==> src/rtl/line_scheduler.sv <==
// line_scheduler: frame-level command scheduler for the line-drawing engine.
// Lines from the geometry stage are queued in a FIFO. On vsync, and only when
// a complete frame is queued and the engine is idle, the engine receives one
// buffer clear and then every in-range line of that frame, one at a time.
// Optional build macro LINE_SCHED_STATS_EN adds the o_lines_drawn and
// o_frames_missed statistics outputs.
module line_scheduler #(
  parameter int P_X_COORD_W       = 11,
  parameter int P_Y_COORD_W       = 11,
  parameter int P_SCREEN_W        = 640,
  parameter int P_SCREEN_H        = 480,
  parameter int P_LOG2_FIFO_DEPTH = 4
) (
  input  logic                         i_clk,
  input  logic                         i_reset,
  input  logic                         i_line_valid,
  output logic                         o_line_ready,
  input  logic [P_X_COORD_W-1:0]       i_x0,
  input  logic [P_X_COORD_W-1:0]       i_x1,
  input  logic [P_Y_COORD_W-1:0]       i_y0,
  input  logic [P_Y_COORD_W-1:0]       i_y1,
  input  logic                         i_line_last,
  input  logic                         i_vsync,
  input  logic                         i_engine_idle,
  output logic                         o_engine_start,
  output logic                         o_engine_clear,
  output logic [P_X_COORD_W-1:0]       o_x0,
  output logic [P_X_COORD_W-1:0]       o_x1,
  output logic [P_Y_COORD_W-1:0]       o_y0,
  output logic [P_Y_COORD_W-1:0]       o_y1,
  output logic                         o_frame_done,
  output logic                         o_busy,
  output logic [P_LOG2_FIFO_DEPTH:0]   o_fifo_count
`ifdef LINE_SCHED_STATS_EN
  ,
  output logic [15:0]                  o_lines_drawn,
  output logic [15:0]                  o_frames_missed
`endif
);

  localparam int DEPTH   = 2 ** P_LOG2_FIFO_DEPTH;
  localparam int ENTRY_W = 2 * P_X_COORD_W + 2 * P_Y_COORD_W + 2;
  localparam logic [P_LOG2_FIFO_DEPTH:0] DEPTH_C  = (P_LOG2_FIFO_DEPTH+1)'(DEPTH);
  localparam logic [P_X_COORD_W-1:0]     X_LIMIT  = P_X_COORD_W'(P_SCREEN_W);
  localparam logic [P_Y_COORD_W-1:0]     Y_LIMIT  = P_Y_COORD_W'(P_SCREEN_H);

  // Entry layout (MSB..LSB): x0, x1, y0, y1, last, skip
  localparam int SKIP_B = 0;
  localparam int LAST_B = 1;
  localparam int Y1_LSB = 2;
  localparam int Y0_LSB = Y1_LSB + P_Y_COORD_W;
  localparam int X1_LSB = Y0_LSB + P_Y_COORD_W;
  localparam int X0_LSB = X1_LSB + P_X_COORD_W;

  typedef enum logic [2:0] {
    S_IDLE,
    S_CLR_START,
    S_CLR_WAIT,
    S_POP,
    S_LN_START,
    S_LN_WAIT,
    S_DONE
  } state_t;

  state_t state_reg, state_next;

  logic [ENTRY_W-1:0]             fifo_mem [DEPTH];
  logic [P_LOG2_FIFO_DEPTH-1:0]   wr_ptr_reg;
  logic [P_LOG2_FIFO_DEPTH-1:0]   rd_ptr_reg;
  logic [P_LOG2_FIFO_DEPTH:0]     count_reg;
  logic [P_LOG2_FIFO_DEPTH:0]     pending_reg;
  logic                           seen_low_reg;
  logic                           line_last_reg;
  logic [P_X_COORD_W-1:0]         x0_reg, x1_reg;
  logic [P_Y_COORD_W-1:0]         y0_reg, y1_reg;

  logic                           push;
  logic                           pop;
  logic                           push_skip;
  logic                           done_enter;
  logic [ENTRY_W-1:0]             head;
  logic                           head_skip;
  logic                           head_last;

  assign o_line_ready = (count_reg < DEPTH_C);
  assign push         = i_line_valid && o_line_ready;
  // A pop only happens with data present; a queued frame always holds its own
  // last entry, so the empty guard is purely defensive.
  assign pop          = (state_reg == S_POP) && (count_reg != '0);

  // Out-of-range lines are kept so a skipped last still closes its frame.
  assign push_skip = (i_x0 >= X_LIMIT) || (i_x1 >= X_LIMIT) ||
                     (i_y0 >= Y_LIMIT) || (i_y1 >= Y_LIMIT);

  // The POP decision needs the head flags in the same cycle, so the head is
  // read directly from the storage array.
  assign head      = fifo_mem[rd_ptr_reg];
  assign head_skip = head[SKIP_B];
  assign head_last = head[LAST_B];

  assign done_enter = (state_next == S_DONE) && (state_reg != S_DONE);

  // FIFO storage write; contents need no reset because pointers define validity.
  always_ff @(posedge i_clk) begin
    if (push) begin
      fifo_mem[wr_ptr_reg] <= {i_x0, i_x1, i_y0, i_y1, i_line_last, push_skip};
    end
  end

  // FIFO pointers and occupancy; pointers wrap naturally at the depth.
  always_ff @(posedge i_clk) begin
    if (i_reset) begin
      wr_ptr_reg <= '0;
      rd_ptr_reg <= '0;
      count_reg  <= '0;
    end else begin
      if (push) wr_ptr_reg <= wr_ptr_reg + 1'b1;
      if (pop)  rd_ptr_reg <= rd_ptr_reg + 1'b1;
      case ({push, pop})
        2'b10:   count_reg <= count_reg + 1'b1;
        2'b01:   count_reg <= count_reg - 1'b1;
        default: count_reg <= count_reg;
      endcase
    end
  end

  // Number of complete frames sitting in the FIFO.
  always_ff @(posedge i_clk) begin
    if (i_reset) begin
      pending_reg <= '0;
    end else begin
      case ({push && i_line_last, done_enter})
        2'b10:   pending_reg <= pending_reg + 1'b1;
        2'b01:   pending_reg <= pending_reg - 1'b1;
        default: pending_reg <= pending_reg;
      endcase
    end
  end

  // Sequencer state register.
  always_ff @(posedge i_clk) begin
    if (i_reset) state_reg <= S_IDLE;
    else         state_reg <= state_next;
  end

  // Next-state logic and state-decoded command outputs.
  always_comb begin
    state_next     = state_reg;
    o_engine_start = 1'b0;
    o_engine_clear = 1'b0;
    o_frame_done   = 1'b0;
    o_busy         = 1'b1;
    case (state_reg)
      S_IDLE: begin
        o_busy = 1'b0;
        if (i_vsync && (pending_reg != '0) && i_engine_idle) state_next = S_CLR_START;
      end
      S_CLR_START: begin
        o_engine_start = 1'b1;
        o_engine_clear = 1'b1;
        state_next     = S_CLR_WAIT;
      end
      S_CLR_WAIT: begin
        if (seen_low_reg && i_engine_idle) state_next = S_POP;
      end
      S_POP: begin
        if (count_reg != '0) begin
          if (!head_skip)     state_next = S_LN_START;
          else if (head_last) state_next = S_DONE;
          else                state_next = S_POP;
        end
      end
      S_LN_START: begin
        o_engine_start = 1'b1;
        state_next     = S_LN_WAIT;
      end
      S_LN_WAIT: begin
        if (seen_low_reg && i_engine_idle) state_next = line_last_reg ? S_DONE : S_POP;
      end
      S_DONE: begin
        o_frame_done = 1'b1;
        state_next   = S_IDLE;
      end
      default: state_next = S_IDLE;
    endcase
  end

  // Engine acknowledge: latch a low idle level so a fast engine is not missed.
  always_ff @(posedge i_clk) begin
    if (i_reset || (state_reg == S_CLR_START) || (state_reg == S_LN_START)) begin
      seen_low_reg <= 1'b0;
    end else if (((state_reg == S_CLR_WAIT) || (state_reg == S_LN_WAIT)) && !i_engine_idle) begin
      seen_low_reg <= 1'b1;
    end
  end

  // Line coordinates to the engine, captured on every pop and held until the next.
  always_ff @(posedge i_clk) begin
    if (i_reset) begin
      x0_reg        <= '0;
      x1_reg        <= '0;
      y0_reg        <= '0;
      y1_reg        <= '0;
      line_last_reg <= 1'b0;
    end else if (pop) begin
      x0_reg        <= head[X0_LSB +: P_X_COORD_W];
      x1_reg        <= head[X1_LSB +: P_X_COORD_W];
      y0_reg        <= head[Y0_LSB +: P_Y_COORD_W];
      y1_reg        <= head[Y1_LSB +: P_Y_COORD_W];
      line_last_reg <= head_last;
    end
  end

  assign o_x0         = x0_reg;
  assign o_x1         = x1_reg;
  assign o_y0         = y0_reg;
  assign o_y1         = y1_reg;
  assign o_fifo_count = count_reg;

`ifdef LINE_SCHED_STATS_EN
  logic [15:0] lines_drawn_reg;
  logic [15:0] frames_missed_reg;
  logic        vsync_missed;

  // A vsync is lost when the sequencer is mid-frame, or when a frame is
  // queued but the engine is not idle.
  assign vsync_missed = i_vsync &&
                        ((state_reg != S_IDLE) || ((pending_reg != '0) && !i_engine_idle));

  // Line commands issued in the current frame.
  always_ff @(posedge i_clk) begin
    if (i_reset) begin
      lines_drawn_reg <= '0;
    end else if ((state_reg == S_IDLE) && (state_next == S_CLR_START)) begin
      lines_drawn_reg <= '0;
    end else if (state_reg == S_LN_START) begin
      lines_drawn_reg <= lines_drawn_reg + 1'b1;
    end
  end

  // Saturating count of missed frame starts.
  always_ff @(posedge i_clk) begin
    if (i_reset) begin
      frames_missed_reg <= '0;
    end else if (vsync_missed && (frames_missed_reg != 16'hFFFF)) begin
      frames_missed_reg <= frames_missed_reg + 1'b1;
    end
  end

  assign o_lines_drawn   = lines_drawn_reg;
  assign o_frames_missed = frames_missed_reg;
`endif

endmodule

==> config.mk <==
export PLATFORM = sky130hd
export DESIGN_NAME = line_scheduler
export DESIGN_NICKNAME = d
export VERILOG_FILES = /design/src/rtl/line_scheduler.sv
export SDC_FILE = /design/constraint.sdc
export NUM_CORES = 1
export LEC_CHECK = 0
export ABC_AREA = 0
export BUFFER_PORTS_ARGS = -buffer_cell sky130_fd_sc_hd__clkbuf_2
export CORE_ASPECT_RATIO = 0.6
export CORE_UTILIZATION = 55
export DETAILED_ROUTE_END_ITERATION = 10
export PLACE_DENSITY_LB_ADDON = 0.12
export RECOVER_POWER = 25
export SLEW_MARGIN = 20
export SYNTH_ARGS = -nofsm -noshare
export SYNTH_HDL_FRONTEND = slang
export SYNTH_SLANG_ARGS = --single-unit
==> constraint.sdc <==
create_clock -name i_clk -period 5.15 [get_ports i_clk]
set_clock_uncertainty 0.2 [all_clocks]
set_input_delay 1.03 -clock i_clk [delete_from_list [all_inputs] [get_ports i_clk]]
set_output_delay 1.03 -clock i_clk [all_outputs]
set_load 0.1 [all_outputs]
# [Word-level counts from Yosys, hierarchy flattened]
# Memory sizes are Yosys's and may differ from the RTL's. A register that Yosys moved wholly into a read port is not among the register bits.
# Index checks and enable logic that the tools add are counted.
[word_totals] input_bits=50 memories=1 wordCells=74 out_inout_bits=54 regBits=67 mem_bits_rw=736
[classes] magnitude_cmp=5 mux=18 n_reduce_logical=21 eq_ne=12 add_sub_neg=6
[memory_table] memory="fifo_mem" depth=16 width=46 read_ports=1 rd_ports_with_merged_regs=1 write_ports=1 line_no="67" rtl="logic [ENTRY_W-1:0] fifo_mem [DEPTH];"
[ops] operator=">= comparator 11 x 10 -> 1 bit (second input constant)" count=2
[ops] operator=">= comparator 11 x 9 -> 1 bit (second input constant)" count=2
[ops] operator="2-to-1 mux 3 bit" count=7
[ops] operator="case mux 5 bit (2 select lines)" count=2
[ops] operator="case mux 3 bit (6 select lines)" count=1
[ops] operator="equality test 3 bit (second input constant)" count=4
[ops] operator="adder 5 x 1 -> 5 bit (second input constant)" count=2
[ops] operator="nonzero test 5 bit" count=2
[ops] operator="subtractor 5 x 1 -> 5 bit (second input constant)" count=2
[ops] operator="adder 4 x 1 -> 4 bit (second input constant)" count=2
[ops] operator="logical AND 1 bit" count=8
[ops] operator="2-to-1 mux 4 bit" count=2
[ops] operator="equality test 3 x 2 -> 1 bit (second input constant)" count=2
[ops] operator="logical OR 1 bit" count=6
[ops] operator="2-to-1 mux 1 bit" count=6
[ops] operator="less-than comparator 5 bit (second input constant)" count=1
[ops] operator="equality test 2 x 1 -> 1 bit (second input constant)" count=2
[ops] operator="equality test 2 bit (second input constant)" count=2
[ops] operator="nonzero test 2 bit" count=2
[ops] operator="equality test 3 x 1 -> 1 bit (second input constant)" count=1
[ops] operator="zero test 3 bit" count=1
[ops] operator="inequality test 3 bit (second input constant)" count=1
[ops] operator="OR reduction 2 bit" count=1
[ops] operator="zero test 1 bit" count=1

# [Depth between registers and ports, before layout]
[depth] ltp_word=9 depth_mapped=14 mapped_depth_nobuf=13

# [Worst setup path before layout]
# Ideal clock, no wire load.
[synth_path] path_kind="in2reg" from="input port i_line_valid" to="memory fifo_mem[3][0] (netlist name), enable pin" path_buffers=1 required_time_ps=4444 setup_ps=506 stages=4 t_arrival_ps=4775 path_slack_ps=-331 cell_sequence="nor2b_1 -> clkbuf_1 -> nand2_1 -> nor3_1"
[synth_via] elab_chain_len=3
[synth_lines] item="start: declaration" line_no="16" rtl="input logic i_line_valid,"
[synth_lines] item="logical AND 1 bit" line_no="86" rtl="assign push = i_line_valid && o_line_ready;"
[synth_lines] item="2-to-1 mux 1 bit" line_no="105" rtl="if (push) begin"
[synth_lines] item="2-to-1 mux 1 bit (not written as such)" line_no="106" rtl="fifo_mem[wr_ptr_reg] <= {i_x0, i_x1, i_y0, i_y1, i_line_last, push_skip};"
[synth_lines] item="end: declaration" line_no="67"
# Every way passes these cells.

==> results.cfg <==
[place]
detailed_place_hpwl_um = 34180
post-place-ws_ns = 0.9682
place.gp.congestion = 0.7272
place_inst = 2230
port_buffers = 103

[worst_setup_path]
crit_chain = mux4_2 -> mux4_2 -> and4_4 -> o32ai_2 -> ha_1 -> inv_1 -> fa_1 -> nor2b_1 -> o21ai_1 -> and3_1 -> or4_1 -> a21oi_1
reg2reg_depth = 12
criticalPathCategory = flop to flop
critical_path.startpoint_type = flop
end_kind = flop
worst_path_most_repeated_cell = mux4_2
reg2reg_to = pending_reg[4]
path_depth = 12
reg2reg_slack_ns = 1.14
critical_path_buf_inv_count = 1
crit_slowest_cell = mux4_2
crit_path_max_fanout = 5
cpPeakStageDelay_ns = 0.53
worstPathArrival_ns = 4.32
crit_family = multiplexers
cp_data_required_time_ns = 5.47

[clock_tree]
htreeDepth = 3
clockRootBuffer = clkbuf_16
tritoncts = built
cts_inserted_buffers = 72
clk_pin_slew_worst_paths_ns = 0.07
holdBufCountCts = 0
postCtsSetupBuffers = 0
clk_latency_ns = 0.60
cts_buffer_depth = 3
clock_sinks = 807
cts-resized-gates = 0

[status]
status = completed

[global_route]
grt_pass1_wl_um = 97020
track_usage = 0.2401
antenna_found_initial = 0
grt_max_degree = 98
grt_pass1_vias = 14380
gr-total-overflow = 0

[synthesis]
async_flop_share = 0
yosysWarnings = 0
synth_ff_type = edfxtp_1
ys_ff_latch = 807
synth_edf_count = 736
synthDistinctLibCells = 42
synth_top_area_share = 0.7191
synth_cells = 1424
synthTopCellsByArea = edfxtp_1 72%, mux4_2 17%, dfxtp_1 4.6%
avgSynthCellArea_um2 = 21.58
ys_seq_area_frac = 0.7653
syn-cell-area_um2 = 30740
synth_area_leader_cell = edfxtp_1
synth_nets = 1489

[floorplan]
io_pins = 104
coreArea_um2 = 54670
die_y_um = 185.1
dieArea_um2 = 56860
dieWidth_um = 307.2
start_util = 0.5622
rows = 66

[finish]
num_antenna_cells = 0
fillers = 3742
seq_area_um2 = 23540
top_register = fifo_mem
drive_gt1_frac = 0.2860
multi_input_area_um2 = 6883
nets = 1621
fin_cells = 2360
areaGrowthSynthToFinish_pct = 12.38
largest_reg_flops = 736

[timing]
relSlewSlack = 0.2547
tightest_slew_ns = 1.118
setup_viol = 0
final.setup.tns_ns = 0
period_share = 0.7780
slew_viol_final = 0
worst_slack_ns = 1.144
hold_violations = 0
timing.final.crit_period_ns = 4.006
max_freq_mhz = 249.6
rsz0062_at_grt = false

[power_and_ir_drop]
p_seq_frac = 0.566
p_switching_mw = 2.539
p_sw_frac = 0.1987
vdd_drop_max_mv = 0.2749
pwr_density_cell_nw_per_um2 = 369.9
pwr-share-comb = 0.025
internal-power_mw = 10.24
pwr-share-clk = 0.409
p_leak_nw = 10.57

[drt]
via_per_inst = 6.149
antenna_left = 0
drc_errors = 0
wl_per_cell_um = 28.01
vias = 14510
drtIter0Drc = 1540
wl_um = 66110
first_pass_iters = 5

[min_path]
hold_path_depth = 2
hold_class = flop to flop
holdPathEnd = o_x1[4]
min_from = o_x1[4]

[run]
maxCapViolCount = 0
## layer usage
metal | up-vias | GRT usage | share of wire
met1 | 7809 | 0.3787 | 0.47
met3 | 72 | 0.04039 | 0.062
met2 | 493 | 0.3577 | 0.46
met5 | - | 0 | 0
li1 | 6137 | - | -
met4 | 0 | 0.05035 | 0.014
## power by group through the flow
stage                     Sequential (mW)  Combinational, mW  Clock (mW)
final                                7.24              0.313        5.23
after global routing                 7.24              0.337        5.57
after CTS                            7.24              0.319        5.33
after detailed placement             7.38              0.319           0
after global placement               7.38              0.309           0
after floorplan                      7.39              0.136           0
## cells in the mapped netlist, types with 5 or more instances
cell / instances
inv_1: 12
nand2_1: 103
dfxtp_1: 71
clkbuf_1: 39
xnor2_1: 6
a21oi_1: 58
nor2b_1: 7
xor2_1: 6
buf_1: 12
nand4_1: 5
ha_1: 13
buf_2: 14
nor2_1: 42
nor3_1: 10
mux4_2: 229
edfxtp_1: 736
buf_6: 14
## cell type report
cell class              instances  share of cell area
flip-flops and latches        807              0.6815
multi-input cells             525              0.1993
clock buffers                 103             0.05821
well taps                     748             0.02710
repair buffers                137             0.02525
clock inverters                27            0.007281
inverters                      13            0.001413
## layout by cell type (no fill, tap or decap), types with 5 or more instances in the layout
| cell | synthesis | layout |
|---|---|---|
| inv_1 | 12 | 12 |
| xor2_1 | 6 | 6 |
| clkbuf_1 | 39 | 53 |
| clkinv_2 | 0 | 11 |
| dfxtp_1 | 71 | 67 |
| clkbuf_8 | 0 | 5 |
| a21oi_1 | 58 | 58 |
| xnor2_1 | 6 | 6 |
| nor3_1 | 10 | 6 |
| nand2_1 | 103 | 103 |
| buf_4 | 0 | 23 |
| clkbuf_2 | 0 | 73 |
| buf_12 | 0 | 11 |
| nor2b_1 | 7 | 7 |
| nand4_1 | 5 | 5 |
| nor2_1 | 42 | 30 |
| mux4_2 | 229 | 229 |
| nor2_4 | 0 | 12 |
| edfxtp_1 | 736 | 736 |
| clkinv_1 | 0 | 7 |
| clkbuf_16 | 0 | 74 |
| ha_1 | 13 | 13 |
## how the worst max path moves through the flow
stage | end
after floorplan | fifo_mem[7][0]
after global placement | fifo_mem[14][45]
after detailed placement | fifo_mem[14][10]
after CTS | pending_reg[4]
after global routing | pending_reg[4]
final | pending_reg[4]
## cell families after synthesis
| group | Yosys count | share of synthesized area |
|---|---|---|
| buffers and inverters | 92 | 0.01522 |
| adder cells (fa/ha/maj) | 15 | 0.006595 |
| AND/OR/NAND/NOR | 188 | 0.02654 |
| flip-flops | 807 | 0.7653 |
| multiplexers | 231 | 0.1685 |
| XOR/XNOR | 12 | 0.003419 |
| AO/OA/AOI/OAI | 79 | 0.01445 |
## through the flow
stage	power (mW)	cell area (µm²)	hold WS, ns	utilization
3_3_place_gp	7.684	32310	0.2448	0.5911
4_1_cts	12.88	34580	0.2567	0.6325
6_report	12.78	34540	0.2541	0.6318
3_5_place_dp	7.697	32310	0.2477	0.5911
5_1_grt	13.15	34540	0.2669	0.6318
2_1_floorplan	7.526	30760	0.2526	-
## worst reg2reg max path: cells and delay by family (launching register included)
| kind | cells | cell delay [ns] |
|---|---|---|
| mux | 2 | 1.03 |
| simple gates | 4 | 1.01 |
| fa+ha+maj | 2 | 0.67 |
| compound gates | 3 | 0.53 |
| flops | 1 | 0.39 |
| buf+inv | 1 | 0.10 |
Note: power is estimated with default switching activity, not from simulation.
